## src/rtl/fetch_stage_if.sv

```systemverilog
// Instruction-memory request/ready bus between fetch and imem.
// master = fetch side, slave = memory side.
interface fetch_stage_if;
    logic        imem_req;
    logic [31:0] imem_addr;
    logic        imem_ready;
    logic [31:0] imem_rdata;

    modport master (
        output imem_req,
        output imem_addr,
        input  imem_ready,
        input  imem_rdata
    );

    modport slave (
        input  imem_req,
        input  imem_addr,
        output imem_ready,
        output imem_rdata
    );
endinterface

```

## src/rtl/fetch_stage.sv

```systemverilog
// MIPS instruction-fetch stage: PC, imem handshake, IF/ID register,
// and delay-slot-aware redirect with a one-entry pending target.
module fetch_stage #(
    parameter logic [31:0] RESET_PC = 32'hBFC0_0000
) (
    input  logic          clk,
    input  logic          rst_n,
    input  logic          stall,
    fetch_stage_if.master imem,
    input  logic          branch,
    input  logic          bcres,
    input  logic [31:0]   btarget,
    input  logic          jump,
    input  logic [31:0]   jtarget,
    output logic [31:0]   if_id_instr,
    output logic [31:0]   if_id_pc4,
    output logic          if_id_valid
);

    logic [31:0] pc;
    logic        run;
    logic        pend_v;
    logic [31:0] pend_tgt;

    logic        done;
    logic        redirect;
    logic [31:0] tgt;
    logic [31:0] pc4;

    assign imem.imem_addr = pc;
    assign imem.imem_req  = run & ~stall;

    assign done     = imem.imem_req & imem.imem_ready;
    assign redirect = if_id_valid & ~stall & ((branch & bcres) | jump);
    assign tgt      = jump ? jtarget : btarget;
    assign pc4      = pc + 32'd4;

    always_ff @(posedge clk or negedge rst_n) begin
        if (!rst_n) begin
            pc       <= RESET_PC;
            run      <= 1'b0;
            pend_v   <= 1'b0;
            pend_tgt <= 32'd0;
        end else begin
            run <= 1'b1;
            if (done) begin
                if (redirect) begin
                    pc <= tgt;
                end else if (pend_v) begin
                    pc     <= pend_tgt;
                    pend_v <= 1'b0;
                end else begin
                    pc <= pc4;
                end
            end else if (redirect) begin
                // delay slot still outstanding: remember where to go next
                pend_v   <= 1'b1;
                pend_tgt <= tgt;
            end
        end
    end

    always_ff @(posedge clk or negedge rst_n) begin
        if (!rst_n) begin
            if_id_instr <= 32'd0;
            if_id_pc4   <= 32'd0;
            if_id_valid <= 1'b0;
        end else if (!stall) begin
            if (done) begin
                if_id_instr <= imem.imem_rdata;
                if_id_pc4   <= pc4;
                if_id_valid <= 1'b1;
            end else begin
                if_id_valid <= 1'b0;
            end
        end
    end

endmodule

```

## src/flat_wrapper.sv

```systemverilog
// flat-port wrapper written by rule: the top's interface ports become plain ports
module fetch_stage_flat 
#(
    parameter logic [31:0] RESET_PC = 32'hBFC0_0000
)
  (clk, rst_n, stall, branch, bcres, btarget, jump, jtarget, if_id_instr, if_id_pc4, if_id_valid, imem_imem_req, imem_imem_addr, imem_imem_ready, imem_imem_rdata);
  fetch_stage_if imem_i ();
  input  logic clk;
  input  logic rst_n;
  input  logic stall;
  input  logic branch;
  input  logic bcres;
  input  logic [31:0] btarget;
  input  logic jump;
  input  logic [31:0] jtarget;
  output logic [31:0] if_id_instr;
  output logic [31:0] if_id_pc4;
  output logic if_id_valid;
  output wire logic [$bits(imem_i.imem_req)-1:0] imem_imem_req;
  output wire logic [$bits(imem_i.imem_addr)-1:0] imem_imem_addr;
  input wire logic [$bits(imem_i.imem_ready)-1:0] imem_imem_ready;
  input wire logic [$bits(imem_i.imem_rdata)-1:0] imem_imem_rdata;
  assign imem_imem_req = imem_i.imem_req;
  assign imem_imem_addr = imem_i.imem_addr;
  assign imem_i.imem_ready = imem_imem_ready;
  assign imem_i.imem_rdata = imem_imem_rdata;
  fetch_stage #(.RESET_PC(RESET_PC)) u_core (.clk(clk), .rst_n(rst_n), .stall(stall), .imem(imem_i), .branch(branch), .bcres(bcres), .btarget(btarget), .jump(jump), .jtarget(jtarget), .if_id_instr(if_id_instr), .if_id_pc4(if_id_pc4), .if_id_valid(if_id_valid));
endmodule
```

## config.mk

```make
export PLATFORM = sky130hd
export DESIGN_NAME = fetch_stage_flat
export DESIGN_NICKNAME = d
export VERILOG_FILES = /design/src/rtl/fetch_stage_if.sv /design/src/rtl/fetch_stage.sv /design/src/flat_wrapper.sv
export SDC_FILE = /design/constraint.sdc
export NUM_CORES = 1
export LEC_CHECK = 0
export ABC_AREA = 1
export CAP_MARGIN = 20
export CORE_MARGIN = 2
export CORE_UTILIZATION = 50
export CTS_CLUSTER_DIAMETER = 50
export DETAILED_ROUTE_END_ITERATION = 8
export PLACE_DENSITY = 0.81
export SYNTH_ARGS = -nofsm -noshare
export SYNTH_HDL_FRONTEND = slang
export SYNTH_SLANG_ARGS = --single-unit
```

## constraint.sdc

```tcl
create_clock -name clk -period 3 [get_ports clk]
set_input_delay 0.6 -clock clk [delete_from_list [all_inputs] [get_ports clk]]
set_output_delay 0.6 -clock clk [all_outputs]
set_load 0.01 [all_outputs]
```

-- Yosys cells after proc, flatten, opt, wreduce, memory -nomap -nowiden
Cells that the tools add are included.
- word-level logic and storage cells: 28
- flip-flop bits (word level): 131
- $add $sub $neg: 1
- bitwise logic cells: 8
- eq/ne operators: 1
- muxes and demuxes: 7
- reductions and logical operators: 4
- operator list (operator ; count):
    $mux 32 ; 3
    $add 32x3->32 const B ; 1
    $reduce_and 2->1 ; 3
    $and 1x1->1 ; 5
    $mux 1 ; 4
    $ne 2x2->1 const B ; 1
    $not 1->1 ; 2
    $reduce_bool 2->1 ; 1
    $or 1x1->1 ; 1

-- Logic depth before layout (Yosys ltp)
- word-level depth: 5
- depth in mapped cells: 12
- gate-level depth less buffers: 12

-- Worst setup path after synthesis
OpenSTA, ideal clock, no wires.
- path kind: input to register
- start point: input port stall
- end point: register u_core.pend_tgt[10]
- path slack: 879 ps
- stages: 9
- arrival time: 2039 ps
- setup time: 83 ps
- path buffers: 3
- cells stage by stage: nor2_1 nand2_1 buf_2 buf_1 ha_1 inv_1 clkbuf_1 nand2_1 o21ai_0
- word-level cells in the longest chain between the ends: 5
- ends and longest elaborated chain (item ; RTL line ; RTL):
    from (decl) ; flat_wrapper.sv:10 ; input logic stall;
    $not 1->1 (no source line) * ; n/a ;
    $and 1x1->1 ; fetch_stage.sv:31 ; assign imem.imem_req = run & ~stall;
    $and 1x1->1 ; fetch_stage.sv:33 ; assign done = imem.imem_req & imem.imem_ready;
    $not 1->1 (no source line) ; n/a ;
    $reduce_and 2->1 (no source line) * ; n/a ;
    to (signal assigned) ; fetch_stage.sv:58 ; pend_tgt <= tgt;
    to (decl) ; fetch_stage.sv:23 ; logic [31:0] pend_tgt;
Mark *: on every way between the ends. The rest lies on a longest branch, timed or not.
A chain may end at the register's enable or synchronous reset.

-- Worst setup path after layout
- start point: input port stall
- end point: output port imem_imem_req
- word-level cells in the longest chain between the ends: 2
- ends and longest elaborated chain (item ; RTL line ; RTL):
    $not 1->1 (no source line) ; n/a ;
    $and 1x1->1 ; fetch_stage.sv:31 ;
    to (decl) ; flat_wrapper.sv:19 ; output wire logic [$bits(imem_i.imem_req)-1:0] imem_imem_req;
No other way between the ends.

==> key figures <==
Outcome
  • Result of the run: finished clean

Global routing
  • GR Util All Layers: 27.6%
  • Number of global-route vias before repair: between 6000 and 7000
  • Initial antenna violation count: 0
  • Maximum number of pins on one net before global-route repair: 71
  • Global-route wire length before repair: approximately 31 mm
  • Total gr overflow: 0

Worst setup path
  • Worst-path cell chain: clkdlybuf4s50_1 > nor2_1 > clkdlybuf4s50_1
  • Most frequent CP cell: sky130_fd_sc_hd__clkdlybuf4s50_1
  • Critical path launch point type: input pin
  • Worst setup path startpoint: stall
  • Cell with the largest stage delay on the worst path: sky130_fd_sc_hd__clkdlybuf4s50_1
  • Biggest fanout along the worst timing path: 3
  • Kind of end point of the critical path: output port
  • Critical path endpoint: imem_imem_req
  • CP Data Arrival Time: approximately 1.9 ns
  • Depth of the most critical reg-to-reg path: 10
  • Slack of the worst reg-to-reg path: 1.02 ns
  • Critical path required time: ~2.4 ns
  • Cell class contributing the biggest share of worst-path delay: buffers and inverters
  • Reg-to-reg critical path endpoint: u_core.imem.imem_addr[16]
  • Number of buffer and inverter stages on the critical path: 2
  • Max incr delay on CP: roughly 0.59 ns
  • Stages on worst setup path: 3
  • Type of the setup path with the least slack: input pin to output port
  • Startpoint of the most critical register-to-register path: u_core.imem.imem_addr[2]

Place
  • Detailed placer's ending HPWL: approximately 14 mm
  • Last weighted congestion value of the routability-driven placer: 0.893
  • Input/output buffers: 200

Route
  • Post-route antenna net violation count: 0
  • Remaining design rule violation count: 0
  • Total number of vias: 6472
  • Initial DRT Pass Iterations: 5
  • Starting DRC count in detailed routing: 530
  • Routed wirelength normalized by instance count: about 15 µm
  • Total Routed Length: slightly below 20 mm
  • Via-to-Cell Ratio: around 5.1

Clock tree
  • Clock transition at the register clock pins on the worst setup and hold paths after CTS: ~0.050 ns
  • Clock sink count: ~130
  • Setup Buffers After CTS: 0
  • Clock tree from TritonCTS: yes
  • # resized after CTS: 0
  • Buffer levels on the longest clock path: 2
  • Clk Latency, worst-skew pair: between 0.4 and 0.5 ns
  • Root Driver: sky130_fd_sc_hd__clkbuf_16
  • H-tree depth reported by CTS: 4
  • Number of buffers inserted for hold repair after clock tree synthesis: 0
  • Num CTS Buffers: 17

Run
  • Maximum capacitance violations: 0

Timing
  • Hold Violations, Final: 0
  • Number of failing setup endpoints in the final timing report: 0
  • Setup repair after global routing missed its margin: no
  • Final-report max-slew violation count: 0
  • Maximum clock skew at final layout: 0.00545 ns
  • Period Utilization, post-route: between 80% and 90%
  • Transition time of the tightest slew-check pin: 0.709 ns
  • Sum of negative setup slack: 0 ns
  • Worst slew margin relative to its limit: 52.7%
  • Upper clock frequency limit: ~400 MHz
  • Worst hold-check slack: 0.145 ns
  • Time the final worst path needs with I/O delays and setup: about 2.5 ns

Synthesis
  • Synth Instances: between 900 and 1000
  • Net count after synthesis: ~1000
  • Synthesized cell area: 0.00683 mm²
  • Mean instance size in the synthesized netlist: between 7 and 8 µm²
  • Fraction of registers with async set or reset after synthesis: 100%
  • Number of distinct library cells after synthesis: 37
  • Number of warnings reported in the yosys synthesis log: 0
  • Number of enable flip-flop cells after synthesis: 0
  • Synth top area cells: sky130_fd_sc_hd__dfrtp_1 45%, sky130_fd_sc_hd__nand2_1 25%, sky130_fd_sc_hd__nor2_1 4.7%
  • Prevailing post-synth register cell: sky130_fd_sc_hd__dfrtp_1
  • Top-area cell type share of the netlist area: 44.7%
  • Sequential area share after synthesis: 48.2%
  • Total of flip-flops plus latches after synthesis: about 130
  • Post-synth top area cell: sky130_fd_sc_hd__dfrtp_1

Floorplanning
  • Starting density of the core: about 51%
  • Core box area: roughly 0.013 mm²
  • Number of placement rows: 42
  • Vert. Die Dim: 121 µm
  • Die area: ~0.015 mm²
  • Horiz. Die Dim: ~120 µm
  • I/O pin count: 201

Power
  • Leakage power of the design: between 4 and 5 nW
  • Cell Pwr Density: 736 mW/mm²
  • Peak supply drop: between 0.3 and 0.4 mV

Layout
  • Number of antenna cells inserted: 0
  • Fraction of final layout cells with drive strength greater than 1: between 8 and 9%
  • Area growth syn-to-layout: 39.7%
  • Count of nets after finishing: 1194

Worst hold path
  • Path category of the worst min-delay check: input pin to async pin
[cell usage after synthesis, types with 4 or more instances]
library cell and instances:
sky130_fd_sc_hd__a21oi_1 27, sky130_fd_sc_hd__clkbuf_1 19, sky130_fd_sc_hd__nand3_1 19, sky130_fd_sc_hd__mux2_2 21, sky130_fd_sc_hd__xor2_1 11, sky130_fd_sc_hd__dfstp_2 9, sky130_fd_sc_hd__nand2_1 446, sky130_fd_sc_hd__nand3b_1 7
sky130_fd_sc_hd__nor2_4 7, sky130_fd_sc_hd__inv_1 27, sky130_fd_sc_hd__o21ai_0 34, sky130_fd_sc_hd__mux2i_1 11, sky130_fd_sc_hd__buf_2 17, sky130_fd_sc_hd__nor2_1 86, sky130_fd_sc_hd__dfrtp_1 122, sky130_fd_sc_hd__or2_2 4
[worst min path at each step]
stage / start / to / slack (ns) / cells after the start
2_1_floorplan: rst_n / u_core.if_id_instr[0] / 0.30 / 0
3_3_place_gp: u_core.pend_tgt[10] / u_core.pend_tgt[10] / 0.46 / 2
3_5_place_dp: u_core.if_id_instr[18] / u_core.if_id_instr[18] / 0.46 / 2
4_1_cts: rst_n / u_core.if_id_instr[24] / 0.16 / 1
5_1_grt: rst_n / u_core.if_id_pc4[4] / 0.19 / 1
6_report: rst_n / u_core.if_id_instr[24] / 0.15 / 1
[where the power goes]
part	switching (W)	leakage (nW)	internal, W	total [W]
clock network	0.000759	0.296	0.00136	0.00212
logic	0.00108	2.71	0.00113	0.00222
registers	0.000426	1.63	0.00226	0.00269
[cell type report]
type	instances	area, µm²
clock buffer	22	474
fill	1027	3750
tap	176	220
inverter	28	105
multi-input combinational	697	3210
clock inverter	10	130
sequential	131	3290
timing repair buffer	214	2120
[through the flow]
| stage | setup WS [ns] | std cells | area (µm²) | power [W] | util (%) |
|---|---|---|---|---|---|
| floorplan | 0.879 | 902 | 6830 | 0.00372 | - |
| global placement | 0.564 | 1246 | 8940 | 0.00485 | 67.3 |
| detailed placement | 0.513 | 1246 | 8940 | 0.00491 | 67.3 |
| CTS | 0.527 | 1278 | 9550 | 0.00706 | 71.8 |
| global route | 0.490 | 1278 | 9550 | 0.00743 | 71.8 |
| finish | 0.522 | 1278 | 9550 | 0.00703 | 71.8 |
[per-layer routing]
metal  part of all wire (%)  GRT usage (%)
met5                      0              0
met4                    2.6           11.8
met3                    8.4           7.28
met2                     47           43.4
met1                     42           36.1
[sequential cells by signal, indices dropped and copies added, names as in the netlist]
| signal | count |
|---|---|
| u_core.if_id_instr | 32 |
| u_core.if_id_pc4 | 32 |
| u_core.if_id_valid | 1 |
| u_core.imem.imem_addr | 32 |
| u_core.pend_tgt | 32 |
| u_core.pend_v | 1 |
| u_core.run | 1 |
[cells by family (layout without fill, tap and decap cells)]
kind of cell | Yosys count | in the layout | share of synthesized area (%)
xor gates and xnor gates | 14 | 14 | 2.12
AOI/OAI and AO/OA | 70 | 70 | 5.48
other | 1 | 1 | 0.0549
buffers and inverters | 74 | 274 | 4.96
adders and majority gates | 2 | 2 | 0.366
muxes | 32 | 32 | 5.07
DFF | 131 | 131 | 48.2
and+or+nand+nor | 578 | 578 | 33.8
[cells in the final DEF (no fill, tap or decap), types with 5 or more instances in the layout]
cell type,instances
sky130_fd_sc_hd__a21oi_1,27
sky130_fd_sc_hd__buf_4,13
sky130_fd_sc_hd__clkbuf_16,17
sky130_fd_sc_hd__clkdlybuf4s50_1,198
sky130_fd_sc_hd__clkinv_2,5
sky130_fd_sc_hd__dfrtp_1,122
sky130_fd_sc_hd__dfstp_2,9
sky130_fd_sc_hd__inv_1,26
sky130_fd_sc_hd__mux2_2,21
sky130_fd_sc_hd__mux2i_1,11
sky130_fd_sc_hd__nand2_1,445
sky130_fd_sc_hd__nand3_1,19
sky130_fd_sc_hd__nand3b_1,7
sky130_fd_sc_hd__nor2_1,86
sky130_fd_sc_hd__nor2_4,7
sky130_fd_sc_hd__o21ai_0,34
sky130_fd_sc_hd__xor2_1,11
Note: power is estimated with default switching activity, not from simulation.
